**config.mk**
```make
export PLATFORM = sky130hd
export DESIGN_NAME = regfile_scan_ctrl_flat
export DESIGN_NICKNAME = d
export VERILOG_FILES = /design/src/rtl/regfile_pkg.sv /design/src/rtl/regfile_scan_ctrl_if.sv /design/src/rtl/regfile_scan_ctrl_scan_timer.sv /design/src/rtl/regfile_scan_ctrl.sv /design/src/flat_wrapper.sv
export SDC_FILE = /design/constraint.sdc
export NUM_CORES = 1
export LEC_CHECK = 0
export ABC_AREA = 1
export CORE_MARGIN = 5
export CORE_UTILIZATION = 49
export CTS_CLUSTER_DIAMETER = 40
export DETAILED_ROUTE_END_ITERATION = 6
export PLACE_DENSITY = 0.89
export SLEW_MARGIN = 40
export SYNTH_ARGS = -nofsm -noshare
export SYNTH_HDL_FRONTEND = slang
export SYNTH_SLANG_ARGS = --single-unit
```
**constraint.sdc**
```tcl
create_clock -name clk -period 1.5 [get_ports clk]
set_input_delay 0.3 -clock clk [delete_from_list [all_inputs] [get_ports clk]]
set_output_delay 0.3 -clock clk [all_outputs]
set_load 0.005 [all_outputs]
```
**src/rtl/regfile_pkg.sv**
```systemverilog
// Shared sizing and FSM encoding for the register-file scan controller.
package regfile_pkg;
    localparam int DATA_W = 4;
    localparam int ADDR_W = 2;
    localparam int NREG   = 4;

    typedef enum logic {
        IDLE  = 1'b0,
        CLEAR = 1'b1
    } state_t;
endpackage

```
**src/rtl/regfile_scan_ctrl_if.sv**
```systemverilog
// User-side, regfile-side and display signals of the scan controller.
interface regfile_scan_ctrl_if;
    import regfile_pkg::*;

    logic              wr_req;
    logic [ADDR_W-1:0] wr_addr;
    logic [DATA_W-1:0] wr_data;
    logic              wr_ack;
    logic              clr_req;
    logic              rd_req;
    logic [ADDR_W-1:0] rd_addr;
    logic [DATA_W-1:0] rd_data;
    logic              rd_ack;
    logic              busy;
    logic              rf_we;
    logic [ADDR_W-1:0] rf_waddr;
    logic [DATA_W-1:0] rf_wdata;
    logic [ADDR_W-1:0] rf_raddr;
    logic [DATA_W-1:0] rf_rdata;
    logic [NREG-1:0]   sel;
    logic [DATA_W-1:0] disp_data;

    modport master (
        output wr_req, wr_addr, wr_data, clr_req, rd_req, rd_addr, rf_rdata,
        input  wr_ack, rd_data, rd_ack, busy, rf_we, rf_waddr, rf_wdata,
               rf_raddr, sel, disp_data
    );

    modport slave (
        input  wr_req, wr_addr, wr_data, clr_req, rd_req, rd_addr, rf_rdata,
        output wr_ack, rd_data, rd_ack, busy, rf_we, rf_waddr, rf_wdata,
               rf_raddr, sel, disp_data
    );
endinterface

```
**src/rtl/regfile_scan_ctrl_scan_timer.sv**
```systemverilog
// Digit-slot prescaler, digit index and active-low one-hot select ring.
module scan_timer
    import regfile_pkg::*;
#(
    parameter int SCAN_DIV = 50000
) (
    input  logic              clk,
    input  logic              rst,
    output logic [ADDR_W-1:0] digit,
    output logic [NREG-1:0]   sel
);
    localparam int PW = (SCAN_DIV > 1) ? $clog2(SCAN_DIV) : 1;

    logic [PW-1:0] presc;
    logic          slot_end;

    assign slot_end = (presc == PW'(SCAN_DIV - 1));

    always_ff @(posedge clk or posedge rst) begin
        if (rst) begin
            presc <= '0;
            digit <= '0;
            sel   <= ~NREG'(1);
        end else if (slot_end) begin
            presc <= '0;
            digit <= (digit == ADDR_W'(NREG - 1)) ? '0 : digit + 1'b1;
            // Rotating the zero left keeps sel aligned with digit.
            sel   <= {sel[NREG-2:0], sel[NREG-1]};
        end else begin
            presc <= presc + 1'b1;
        end
    end
endmodule

```
**src/rtl/regfile_scan_ctrl.sv**
```systemverilog
// Owns the regfile ports: user writes, clear-all sweep, and a read port
// shared between user reads (priority) and the display scan.
module regfile_scan_ctrl
    import regfile_pkg::*;
#(
    parameter int SCAN_DIV = 50000
) (
    input  logic                clk,
    input  logic                rst,
    regfile_scan_ctrl_if.slave  bus
);
    state_t            state;
    logic [ADDR_W-1:0] clr_idx;
    logic              pend_vld;
    logic [ADDR_W-1:0] pend_addr;
    logic [ADDR_W-1:0] digit;
    logic              user_rd;
    logic [ADDR_W-1:0] user_addr;

    scan_timer #(.SCAN_DIV(SCAN_DIV)) u_scan (
        .clk   (clk),
        .rst   (rst),
        .digit (digit),
        .sel   (bus.sel)
    );

    assign user_rd   = (bus.rd_req || pend_vld) && (state == IDLE);
    assign user_addr = bus.rd_req ? bus.rd_addr : pend_addr;
    assign bus.busy  = (state == CLEAR);

    always_comb begin
        bus.rf_we    = 1'b0;
        bus.rf_waddr = bus.wr_addr;
        bus.rf_wdata = bus.wr_data;
        bus.wr_ack   = 1'b0;
        if (state == CLEAR) begin
            bus.rf_we    = !rst;
            bus.rf_waddr = clr_idx;
            bus.rf_wdata = '0;
        end else begin
            bus.rf_we    = bus.wr_req && !rst;
            bus.wr_ack   = bus.wr_req;
        end
        bus.rf_raddr = user_rd ? user_addr : digit;
    end

    always_ff @(posedge clk or posedge rst) begin
        if (rst) begin
            state         <= IDLE;
            clr_idx       <= '0;
            pend_vld      <= 1'b0;
            pend_addr     <= '0;
            bus.rd_data   <= '0;
            bus.rd_ack    <= 1'b0;
            bus.disp_data <= '0;
        end else begin
            case (state)
                IDLE: if (bus.clr_req) begin
                    state   <= CLEAR;
                    clr_idx <= '0;
                end
                CLEAR: begin
                    if (clr_idx == ADDR_W'(NREG - 1)) state <= IDLE;
                    clr_idx <= clr_idx + 1'b1;
                end
                default: state <= IDLE;
            endcase

            bus.rd_ack <= user_rd;
            if (user_rd) begin
                bus.rd_data <= bus.rf_rdata;
                pend_vld    <= 1'b0;
            end else begin
                bus.disp_data <= bus.rf_rdata;
                // Reads arriving mid-clear wait here; the newest address wins.
                if (bus.rd_req) begin
                    pend_vld  <= 1'b1;
                    pend_addr <= bus.rd_addr;
                end
            end
        end
    end
endmodule
```
**src/flat_wrapper.sv**
```systemverilog
// flat-port wrapper written by rule: the top's interface ports become plain ports
module regfile_scan_ctrl_flat import regfile_pkg::*;
#(
    parameter int SCAN_DIV = 50000
)
  (clk, rst, bus_wr_req, bus_wr_addr, bus_wr_data, bus_clr_req, bus_rd_req, bus_rd_addr, bus_rf_rdata, bus_wr_ack, bus_rd_data, bus_rd_ack, bus_busy, bus_rf_we, bus_rf_waddr, bus_rf_wdata, bus_rf_raddr, bus_sel, bus_disp_data);
  regfile_scan_ctrl_if bus_i ();
  input  logic clk;
  input  logic rst;
  input wire logic [$bits(bus_i.wr_req)-1:0] bus_wr_req;
  input wire logic [$bits(bus_i.wr_addr)-1:0] bus_wr_addr;
  input wire logic [$bits(bus_i.wr_data)-1:0] bus_wr_data;
  input wire logic [$bits(bus_i.clr_req)-1:0] bus_clr_req;
  input wire logic [$bits(bus_i.rd_req)-1:0] bus_rd_req;
  input wire logic [$bits(bus_i.rd_addr)-1:0] bus_rd_addr;
  input wire logic [$bits(bus_i.rf_rdata)-1:0] bus_rf_rdata;
  output wire logic [$bits(bus_i.wr_ack)-1:0] bus_wr_ack;
  output wire logic [$bits(bus_i.rd_data)-1:0] bus_rd_data;
  output wire logic [$bits(bus_i.rd_ack)-1:0] bus_rd_ack;
  output wire logic [$bits(bus_i.busy)-1:0] bus_busy;
  output wire logic [$bits(bus_i.rf_we)-1:0] bus_rf_we;
  output wire logic [$bits(bus_i.rf_waddr)-1:0] bus_rf_waddr;
  output wire logic [$bits(bus_i.rf_wdata)-1:0] bus_rf_wdata;
  output wire logic [$bits(bus_i.rf_raddr)-1:0] bus_rf_raddr;
  output wire logic [$bits(bus_i.sel)-1:0] bus_sel;
  output wire logic [$bits(bus_i.disp_data)-1:0] bus_disp_data;
  assign bus_i.wr_req = bus_wr_req;
  assign bus_i.wr_addr = bus_wr_addr;
  assign bus_i.wr_data = bus_wr_data;
  assign bus_i.clr_req = bus_clr_req;
  assign bus_i.rd_req = bus_rd_req;
  assign bus_i.rd_addr = bus_rd_addr;
  assign bus_i.rf_rdata = bus_rf_rdata;
  assign bus_wr_ack = bus_i.wr_ack;
  assign bus_rd_data = bus_i.rd_data;
  assign bus_rd_ack = bus_i.rd_ack;
  assign bus_busy = bus_i.busy;
  assign bus_rf_we = bus_i.rf_we;
  assign bus_rf_waddr = bus_i.rf_waddr;
  assign bus_rf_wdata = bus_i.rf_wdata;
  assign bus_rf_raddr = bus_i.rf_raddr;
  assign bus_sel = bus_i.sel;
  assign bus_disp_data = bus_i.disp_data;
  regfile_scan_ctrl #(.SCAN_DIV(SCAN_DIV)) u_core (.clk(clk), .rst(rst), .bus(bus_i));
endmodule
```
* Word-level counts from Yosys, hierarchy flattened
Index checks and enable logic that the tools add are counted.
** Word-level totals
- Bits of input ports :: 17
- Bits in registers :: 37
** Cells by class
- Add/sub/neg operators :: 3
- Equality and inequality tests :: 4
- Reduce and logical (&&, ||, !) cells :: 5
- Bitwise logic cells :: 1
- Muxes and demuxes :: 15
** Operator list (count)
- $add 16x1->16 const B :: 1
- $eq 16x16->1 const B :: 1
- $mux 16 :: 1
- $mux 2 :: 5
- $mux 1 :: 6
- $add 2x1->2 const B :: 2
- $eq 2x2->1 const B :: 2
- $mux 4 :: 1
- $pmux 2 s2 :: 1
- $logic_and 1x1->1 :: 2
- $ne 2x2->1 const B :: 1
- $pmux 1 s2 :: 1
- $reduce_bool 2->1 :: 1
- $logic_not 1->1 :: 1
- $logic_or 1x1->1 :: 1
- $not 1->1 :: 1

* Longest topological paths before layout
Gate-level depths: netlist of run 1.
- Depth after elaboration :: 3
- Gate-level depth with buffers :: 8
- Gate-level depth less buffers :: 8

* Hierarchy
From an unflattened synthesis of run 1, not the netlist that was laid out.
** Second synthesis, totals
- Cells, all modules :: 245
- Area total of the unflattened synthesis :: 1888.1 um^2
** Modules (own cells, without submodules)
- scan_timer :: sequential area each 554.3 um^2, instances 1, area an instance 1168.6 um^2, cells an instance 151
- regfile_scan_ctrl :: sequential area each 375.4 um^2, instances 1, area an instance 719.4 um^2, cells an instance 94

* Worst setup path before layout of run 1
No wires, ideal clock.
- Path kind :: reg-to-output
- Start :: register u_core.state, in the netlist u_core.bus.busy
- End :: output port bus_rf_raddr[0]
- Setup slack :: 201 ps
- Data required time :: 1200 ps
- Arrival time :: 999 ps
- Stages on the path, launching flop included :: 7
- Cells stage by stage :: dfrtp_1 -> inv_1 -> o21ai_1 -> inv_1 -> buf_2 -> nand2_1 -> nand2_1
** On the way
- Word-level cells in the longest chain between the ends :: 3
** RTL lines
- from (decl) :: line regfile_scan_ctrl.sv:12 : state_t state;
- from (signal assigned) :: line regfile_scan_ctrl.sv:49 : state <= IDLE;
- from (signal assigned) :: line regfile_scan_ctrl.sv:59 : state <= CLEAR;
- from (signal assigned) :: line regfile_scan_ctrl.sv:63 : if (clr_idx == ADDR_W'(NREG - 1)) state <= IDLE;
- $not 1->1 :: line regfile_scan_ctrl.sv:27 : assign user_rd = (bus.rd_req || pend_vld) && (state == IDLE);
- $logic_and 1x1->1 :: line regfile_scan_ctrl.sv:27
- net u_core.user_rd :: line regfile_scan_ctrl.sv:17 : logic user_rd;
- $mux 2 :: line regfile_scan_ctrl.sv:44 : bus.rf_raddr = user_rd ? user_addr : digit;
- to (decl) :: line flat_wrapper.sv:24 : output wire logic [$bits(bus_i.rf_raddr)-1:0] bus_rf_raddr;
The timed path passes the listed nets, and every way through them passes these cells.

* Final worst setup path of run 1
- Start :: register u_core.pend_vld
- End :: output port bus_rf_raddr[0]
** On the way
- Word-level cells in the longest chain between the ends :: 3
** RTL lines
- from (decl) :: line regfile_scan_ctrl.sv:14 : logic pend_vld;
- from (signal assigned) :: line regfile_scan_ctrl.sv:51 : pend_vld <= 1'b0;
- from (signal assigned) :: line regfile_scan_ctrl.sv:72 : pend_vld <= 1'b0;
- from (signal assigned) :: line regfile_scan_ctrl.sv:77 : pend_vld <= 1'b1;
- $logic_or 1x1->1 :: line regfile_scan_ctrl.sv:27
- $logic_and 1x1->1 :: line regfile_scan_ctrl.sv:27
- $mux 2 :: line regfile_scan_ctrl.sv:44
Every way passes these cells.

==> results by group, run 1 <==
Logic synthesis
  • Avg Cell Area, Syn: around 7.8 µm²
  • Synth Flop Type: dfrtp_1
  • Seq cells post-synth: 37
  • Ys async rst share: 1.00
  • Mapped Area: approximately 1800 µm²
  • Cell accounting for the most synthesized area: dfrtp_1
  • Commonest cells in the netlist: nand2_1 (85), dfrtp_1 (34), nor2_1 (33), inv_1 (25), nand3_1 (9)
  • Synthesized net count: around 250
  • Register area share after synthesis: 0.513
  • Synth warn: 0
  • Unique masters post-synth: 25
  • Number of synthesized flops with an enable pin: 0
  • Synth top area cells: dfrtp_1 (47%), nand2_1 (18%), nor2_1 (6.8%), inv_1 (5.2%), dfstp_2 (4.4%)
  • Top cell type's share of synthesized area: 0.470
  • Most common cell in the synthesized netlist: nand2_1
  • Syn Inst Count: about 230

Setup path
  • Register-to-Register Path Depth: 7
  • Family with the most delay on the worst path: flip-flops
  • Worst path max stage delay: roughly 0.41 ns
  • Worst reg2reg setup slack: 0.10 ns
  • Crit path launch type: register
  • Worst EP required: 1.20 ns
  • Worst r2r dst: u_core.u_scan.digit[0]$_DFFE_PP0N_
  • Slowest-stage cell, CP: dfrtp_1
  • CP Capture Type: output port
  • Critical path cell sequence: o21ai_4 > inv_4 > nand2_2 > nand2_1 > buf_2
  • CP bufs+invs: 2
  • Worst r2r src: u_core.u_scan.presc[0]$_DFF_PP0_
  • Arrival @ worst endpoint: approximately 1.2 ns
  • WS Path Type: register to output port
  • CP max FO: 5

Timing
  • Setup Viol. Count Final: 0
  • Final min period: around 1.5 ns
  • Fin. max-slew vios: 0
  • Part of the cycle the worst path needs: 0.991
  • RSZ-0062 raised after global routing: yes
  • Max Fclk: about 670 MHz
  • Final Worst Setup Slack: ~0.013 ns
  • Final Hold Fails: 0
  • Slew margin rel.: 0.839
  • Measured slew at the worst slew-check pin: 0.241 ns
  • Clk_skew: 0.00596 ns

Clock tree
  • CTS root buffer: clkbuf_8
  • Clock Pin Slew Worst Setup and Hold Paths: 0.07 ns
  • Cts bufs inserted: 5
  • Clock Sinks: 37
  • CTS tree: done
  • H-tree depth: 2
  • Clock Tree Buf Depth: 2
  • Later-pin clock latency in the skew report: 0.29 ns
  • Cts hold-fix bufs: 0

Placed design
  • Placed cell area: 2340 µm²
  • PortBufs: 40
  • GPL Wtd Cong: just under 0.9
  • HPWL after DPL: between 2000 and 3000 µm
  • Placed cell count: around 330
  • Pre-CTS setup slack: -0.631 ns

Routing
  • Starting DRT DRC Count: 83
  • DR vias/cell: approximately 4.8
  • Routed vias: about 1600
  • Routed WL: a little over 4000 µm
  • Final ANT Viol Nets: 0
  • Post-route DRC: 0
  • DR pass1 iterations: 4
  • DR WL/cell: around 12 µm

Floorplanning
  • Starting Density: 0.499
  • Std cell rows: 22
  • Core region area: between 3000 and 4000 µm²
  • IO Count: 41
  • Die area: between 5000 and 6000 µm²
  • Die height: ~70 µm
  • Die X: ~70 µm

Run
  • # Max-Cap Violations: 0

Pwr
  • Pleak: between 0.001 and 0.0015 µW
  • Total power: between 2000 and 3000 µW
  • Max VDD drop: ~1 mV
  • Pwr dens: about 1200 nW/µm²

Finish
  • Post-route insts no fill: ~340
  • # fillers: 294
  • Synthesis-to-layout area growth: 37.4%
  • Fraction of layout instances using a drive strength above 1: 0.182
  • Post-route cell area: ~2500 µm²
  • Nets: a little over 300
  • # diodes: 0
  • Final core area utilization: 0.685

Global route
  • Initial antenna violation count: 0
  • Grt total ovfl: 0
  • Pin count of the biggest net entering global routing: 35
  • Vias in the first global route: roughly 1500
  • First-pass GRT wire length: approximately 6600 µm
  • Total track usage: 0.166

Worst hold path
  • Hold Path Class: primary input to async pin

Outcome
  • Outcome: complete, no violations
power breakdown:
part           total (µW)  switching [µW]  internal (µW)  leakage, µW
Combinational         960             440            520     0.000890
Sequential           1280             112           1170     0.000463
Clock                 677             357            320    0.0000439
Total                2920             909           2010      0.00140
sequential cells by signal, indices dropped and copies added, names as in the netlist:
register,cells
u_core.bus.disp_data,4
u_core.bus.rd_data,4
u_core.pend_vld,1
u_core.u_scan.presc,16
u_core.pend_addr,2
u_core.u_scan.digit,2
u_core.u_scan.sel,4
u_core.clr_idx,2
u_core.bus.busy,1
u_core.bus.rd_ack,1
worst reg2reg max path: stages, from the launching register on:
cell	delay (ns)
dfrtp_1	0.38
ha_2	0.22
nand3_4	0.11
clkinv_2	0.09
nand4_2	0.09
nor2_4	0.25
nand2_1	0.11
nand2_1	0.08
metal layers:
| metal | GRT usage | wire length (µm) | part of all wire |
|---|---|---|---|
| met5 | 0 | 0 | 0 |
| met4 | 0.0626 | 87 | 0.021 |
| met3 | 0.0540 | 212 | 0.052 |
| met2 | 0.278 | 2030 | 0.50 |
| met1 | 0.200 | 1740 | 0.43 |
cell families after synthesis:
family,after synthesis,synth area share
DFF,37,0.513
adders and majority gates,3,0.0207
buffers and inverters,31,0.0670
AOI/OAI and AO/OA,13,0.0407
and+or+nand+nor,140,0.325
xor gates and xnor gates,7,0.0338
worst max-delay path by stage:
| stage | from | end | slack, ns | cells after the start |
|---|---|---|---|---|
| floorplan | u_core.bus.busy$_DFF_PP0_ | bus_rf_raddr[0] | 0.20 | 6 |
| detailed placement | bus_rd_req | bus_rf_raddr[0] | -0.63 | 6 |
| CTS | u_core.bus.busy$_DFF_PP0_ | bus_rf_raddr[0] | -0.05 | 7 |
| global placement | bus_rd_req | bus_rf_raddr[1] | -0.52 | 6 |
| global route | u_core.pend_vld$_DFFE_PP0P_ | bus_rf_raddr[1] | -0.08 | 5 |
| finish | u_core.pend_vld$_DFFE_PP0P_ | bus_rf_raddr[0] | 0.01 | 5 |
per-stage QoR:
step,TNS (ns),hold slack [ns]
2_1_floorplan,0,0.410
3_3_place_gp,-2.36,0.455
3_5_place_dp,-2.66,0.462
4_1_cts,-0.0742,0.356
5_1_grt,-0.169,0.370
6_report,0,0.359
placed cells by master, fill, tap and decap left out, types with 3 or more instances in the layout:
cell type and n:
buf_6 3, nand4_1 3, xor2_1 6, dlymetal6s2s_1 6
inv_1 23, buf_2 6, clkinv_2 3, nor2_2 4
o21ai_0 3, clkdlybuf4s50_1 19, dfstp_2 3, clkbuf_2 3
dlygate4sd2_1 6, inv_2 3, a21oi_1 3, buf_4 10
clkbuf_8 5, dfrtp_1 34, nand2_1 84, nand3_1 9
nor2_1 32
what timing repair did:
| item | in CTS | in global routing |
|---|---|---|
| setup buffers | 1 | 5 |
| pin swaps | 0 | 5 |
| cloned | 0 | 1 |
| gates resized for setup | 37 | 23 |
| setup endpoints to repair | 15 | 26 |
layout make-up:
class | instances | area [µm²] | area share
Sequential cell | 37 | 930 | 0.374
Clock inverter | 3 | 17.5 | 0.00704
Timing Repair Buffer | 55 | 502 | 0.202
Clock buffer | 5 | 68.8 | 0.0277
Inverter | 28 | 109 | 0.0437
Multi-Input combinational cell | 163 | 802 | 0.322
Tap cell | 48 | 60.1 | 0.0241
Power figures use the tool's default switching activity.
==> run 2: changes to the inputs <==
Settings changed: CORE_UTILIZATION 49 to 40, PLACE_DENSITY 0.89 to 0.77.
==> run 2 against run 1 <==
  * The flow now finishes with violations (setup timing)
  * Final cell count rose by 2.4%
  * Cell area rose by 2.9%
  * Flip-flop and latch count did not move
  * Critical path depth rose by 2
  * Worst hold slack improved by 0.012 ns
  * Utilization fell by 10 points
  * Critical endpoint unchanged
  * Via count fell by 1.8%
  * Combinational power rose by 14%
==> results by group, run 2 (synthesized netlist as in run 1, its figures left out) <==
Setup path
  • Top cell by count, worst path: buf_6
  • CP max FO: 3 (-2)
  • Arrival @ worst endpoint: 1.30 ns (+0.11 ns)
  • WS Path Type: register to output port
  • Critical path cell sequence: buf_6 > inv_4 > o21ai_4 > buf_6 > nand2_4 > nand2_4 > buf_6
  • CP Capture Type: output port
  • Worst path max stage delay: 0.42 ns (about the same)
  • Slowest-stage cell, CP: dfrtp_1
  • Family with the most delay on the worst path: buffers and inverters
  • Crit path launch type: register
  • Worst EP required: 1.20 ns (about the same)
  • CP bufs+invs: 4 (+2)

Routing
  • Routed vias: 1613 (-1.8%)
  • Routed WL: 4000 µm (-1.6%)
  • Met1 wire length: 1750 µm (+0.57%)
  • DR vias/cell: 4.65 (-4.1%)
  • Top sig layer: met4
  • Final ANT Viol Nets: 0 (unchanged)
  • Post-route DRC: 0 (unchanged)
  • Met2 Routed Length: 1970 µm (-2.9%)
  • DR pass1 iterations: 4 (unchanged)
  • DR WL/cell: 11.5 µm (-3.9%)
  • Met3 Wirelength: 221 µm (+4.2%)
  • Starting DRT DRC Count: 92 (+11%)

Finish
  • # diodes: 0 (unchanged)
  • Post-route insts no fill: 347 (+2.4%)
  • Synthesis-to-layout area growth: 41.3%
  • Largest register FFs: 16 (unchanged)
  • Final core area utilization: 0.584 (-0.101)
  • Commonest non-fill, non-tap cells in the layout: nand2_1 (77), dfrtp_1 (34), nor2_1 (29)
  • Register with the most flip-flops: u_core.u_scan.presc
  • Commonest non-fill, non-tap cell in the layout: nand2_1
  • Nets: 314 (+1.3%)
  • Fraction of layout instances using a drive strength above 1: 0.231 (+0.0484)

Clock tree
  • Cts hold-fix bufs: 0 (unchanged)
  • H-tree depth: 2 (unchanged)
  • CTS root buffer: clkbuf_8
  • Clock Sinks: 37 (unchanged)
  • Cts bufs inserted: 5 (unchanged)
  • CTS tree: done
  • Clock Tree Buf Depth: 2 (unchanged)
  • Clock Pin Slew Worst Setup and Hold Paths: 0.07 ns (about the same)
  • Later-pin clock latency in the skew report: 0.29 ns (about the same)

Outcome
  • Outcome: finished, violations left
  • Failing checks: setup timing

Floorplanning
  • Die area: 5980 µm² (+19%)
  • IO Count: 41 (unchanged)
  • Std cell rows: 24 (+9.1%)
  • Core region area: 4380 µm² (+21%)
  • Die X: 77.3 µm (+9.2%)
  • Starting Density: 0.413 (-0.0854)
  • Die height: 77.3 µm (+9.2%)

Pwr
  • Max VDD drop: 0.810 mV (-17%)
  • Total power: 3050 µW (+4.3%)
  • Internal power: 2110 µW (+4.7%)
  • Pleak: 0.00145 µW (+3.5%)
  • Switching power total: 938 µW (+3.3%)
  • Switching Fraction: 0.308 (-0.00298)
  • Combinational power share: 0.358 (+0.029)
  • Sequential power share: 0.420 (-0.019)
  • Pwr dens: 1190 nW/µm² (+1.4%)
  • Clock power share: 0.222 (-0.010)

Timing
  • Part of the cycle the worst path needs: 1.07 (+0.0767)
  • Final Worst Setup Slack: -0.102 ns (-0.115 ns)
  • Fin. max-slew vios: 0 (unchanged)
  • Final min period: 1.60 ns (+0.115 ns)
  • RSZ-0062 raised after global routing: yes
  • Max Fclk: 624 MHz (-7.2%)
  • Clk_skew: 0.00627 ns (+0.000308 ns)
  • Setup Viol. Count Final: 5 (+5)
  • Final Hold Fails: 0 (unchanged)
  • Measured slew at the worst slew-check pin: 0.309 ns (+0.0672 ns)
  • Setup TNS: -0.177 ns (-0.177 ns)
  • Slew margin rel.: 0.794 (-0.0442)

Run
  • # Max-Cap Violations: 0 (unchanged)

Global route
  • Total track usage: 0.136 (-0.0305)
  • Grt total ovfl: 0 (unchanged)
  • Vias in the first global route: 1561 (+5.8%)
  • Initial antenna violation count: 0 (unchanged)
  • Pin count of the biggest net entering global routing: 25 (-29%)
  • First-pass GRT wire length: 6650 µm (+1.0%)

Worst hold path
  • Hold Path Class: primary input to async pin

Placed design
  • PortBufs: 40 (unchanged)
  • Placed cell count: 326 (+0.31%)
  • HPWL after DPL: 2820 µm (-4.6%)
  • GPL Wtd Cong: 0.839 (-4.5%)
run 2: cell types whose count changed in the layout (fill, tap and decap cells not counted), moves of 2 or more:
cell,previous run,this run
buf_4,10,14
nor2_2,4,7
nor2_1,32,29
nand2_4,1,3
dlymetal6s2s_1,6,8
nand2_1,84,77
buf_6,3,5
dlygate4sd2_1,6,4
clkbuf_2,3,1
nand2_2,2,7
buf_2,6,8
run 2: path summary, 6_finish.rpt:
kind / cells after the start / endpoint / startpoint / slack [ns]
worst max-delay path: 7 / bus_rf_raddr[0] / u_core.bus.busy$_DFF_PP0_ / -0.10
worst min-delay path: 3 / u_core.u_scan.presc[7]$_DFF_PP0_ / rst / 0.37
worst max register to register: 7 / u_core.u_scan.digit[1]$_DFFE_PP0N_ / u_core.u_scan.presc[0]$_DFF_PP0_ / 0.09
worst min register to register: 2 / u_core.bus.disp_data[0]$_DFFE_PP0N_ / u_core.bus.disp_data[0]$_DFFE_PP0N_ / 0.47
max in group asynchronous: 3 / u_core.u_scan.presc[2]$_DFF_PP0_ / rst / 0.83
min in group clk: 2 / u_core.bus.disp_data[0]$_DFFE_PP0N_ / u_core.bus.disp_data[0]$_DFFE_PP0N_ / 0.47
run 2: power by group through the flow:
stage	Clock [µW]	Sequential, µW	Combinational, µW
after floorplan	0	1280	368
after global placement	0	1280	896
after detailed placement	0	1280	909
after CTS	707	1280	991
after global routing	760	1300	1200
final	676	1280	1090
run 2: area by class of cell:
cell class / count / area [µm²]
inverter: 28 / 109
tap: 52 / 65.1
timing repair buffer: 59 / 532
clock inverter: 3 / 17.5
fill: 375 / 1820
multi-input combinational: 163 / 838
clock buffer: 5 / 68.8
sequential: 37 / 930
run 2: through the flow:
step,area [µm²],setup slack [ns],hold slack [ns]
6_report,2560,-0.102,0.371
5_1_grt,2560,-0.170,0.397
3_5_place_dp,2310,-0.530,0.463
2_1_floorplan,1810,0.201,0.410
3_3_place_gp,2310,-0.465,0.457
4_1_cts,2460,-0.144,0.343
run 2: repair_timing:
| item | 4_1_cts | 5_1_grt |
|---|---|---|
| setup buffers | 9 | 7 |
| cloned | 0 | 1 |
| setup endpoints to repair | 15 | 36 |
| pin swaps | 1 | 6 |
| resized for setup | 39 | 42 |
run 2: worst reg2reg max path, delay by kind of cell (launching register included):
family,cells,cell delay (ns)
and+or+nand+nor,5,0.64
adders and majority gates,1,0.24
buffers and inverters,1,0.09
DFF,1,0.39
run 2: routing by layer:
metal,global-route usage,vias to the layer above
met5,0,-
met4,0.0533,0
met3,0.0422,6
met2,0.228,35
met1,0.162,740
li1,-,832
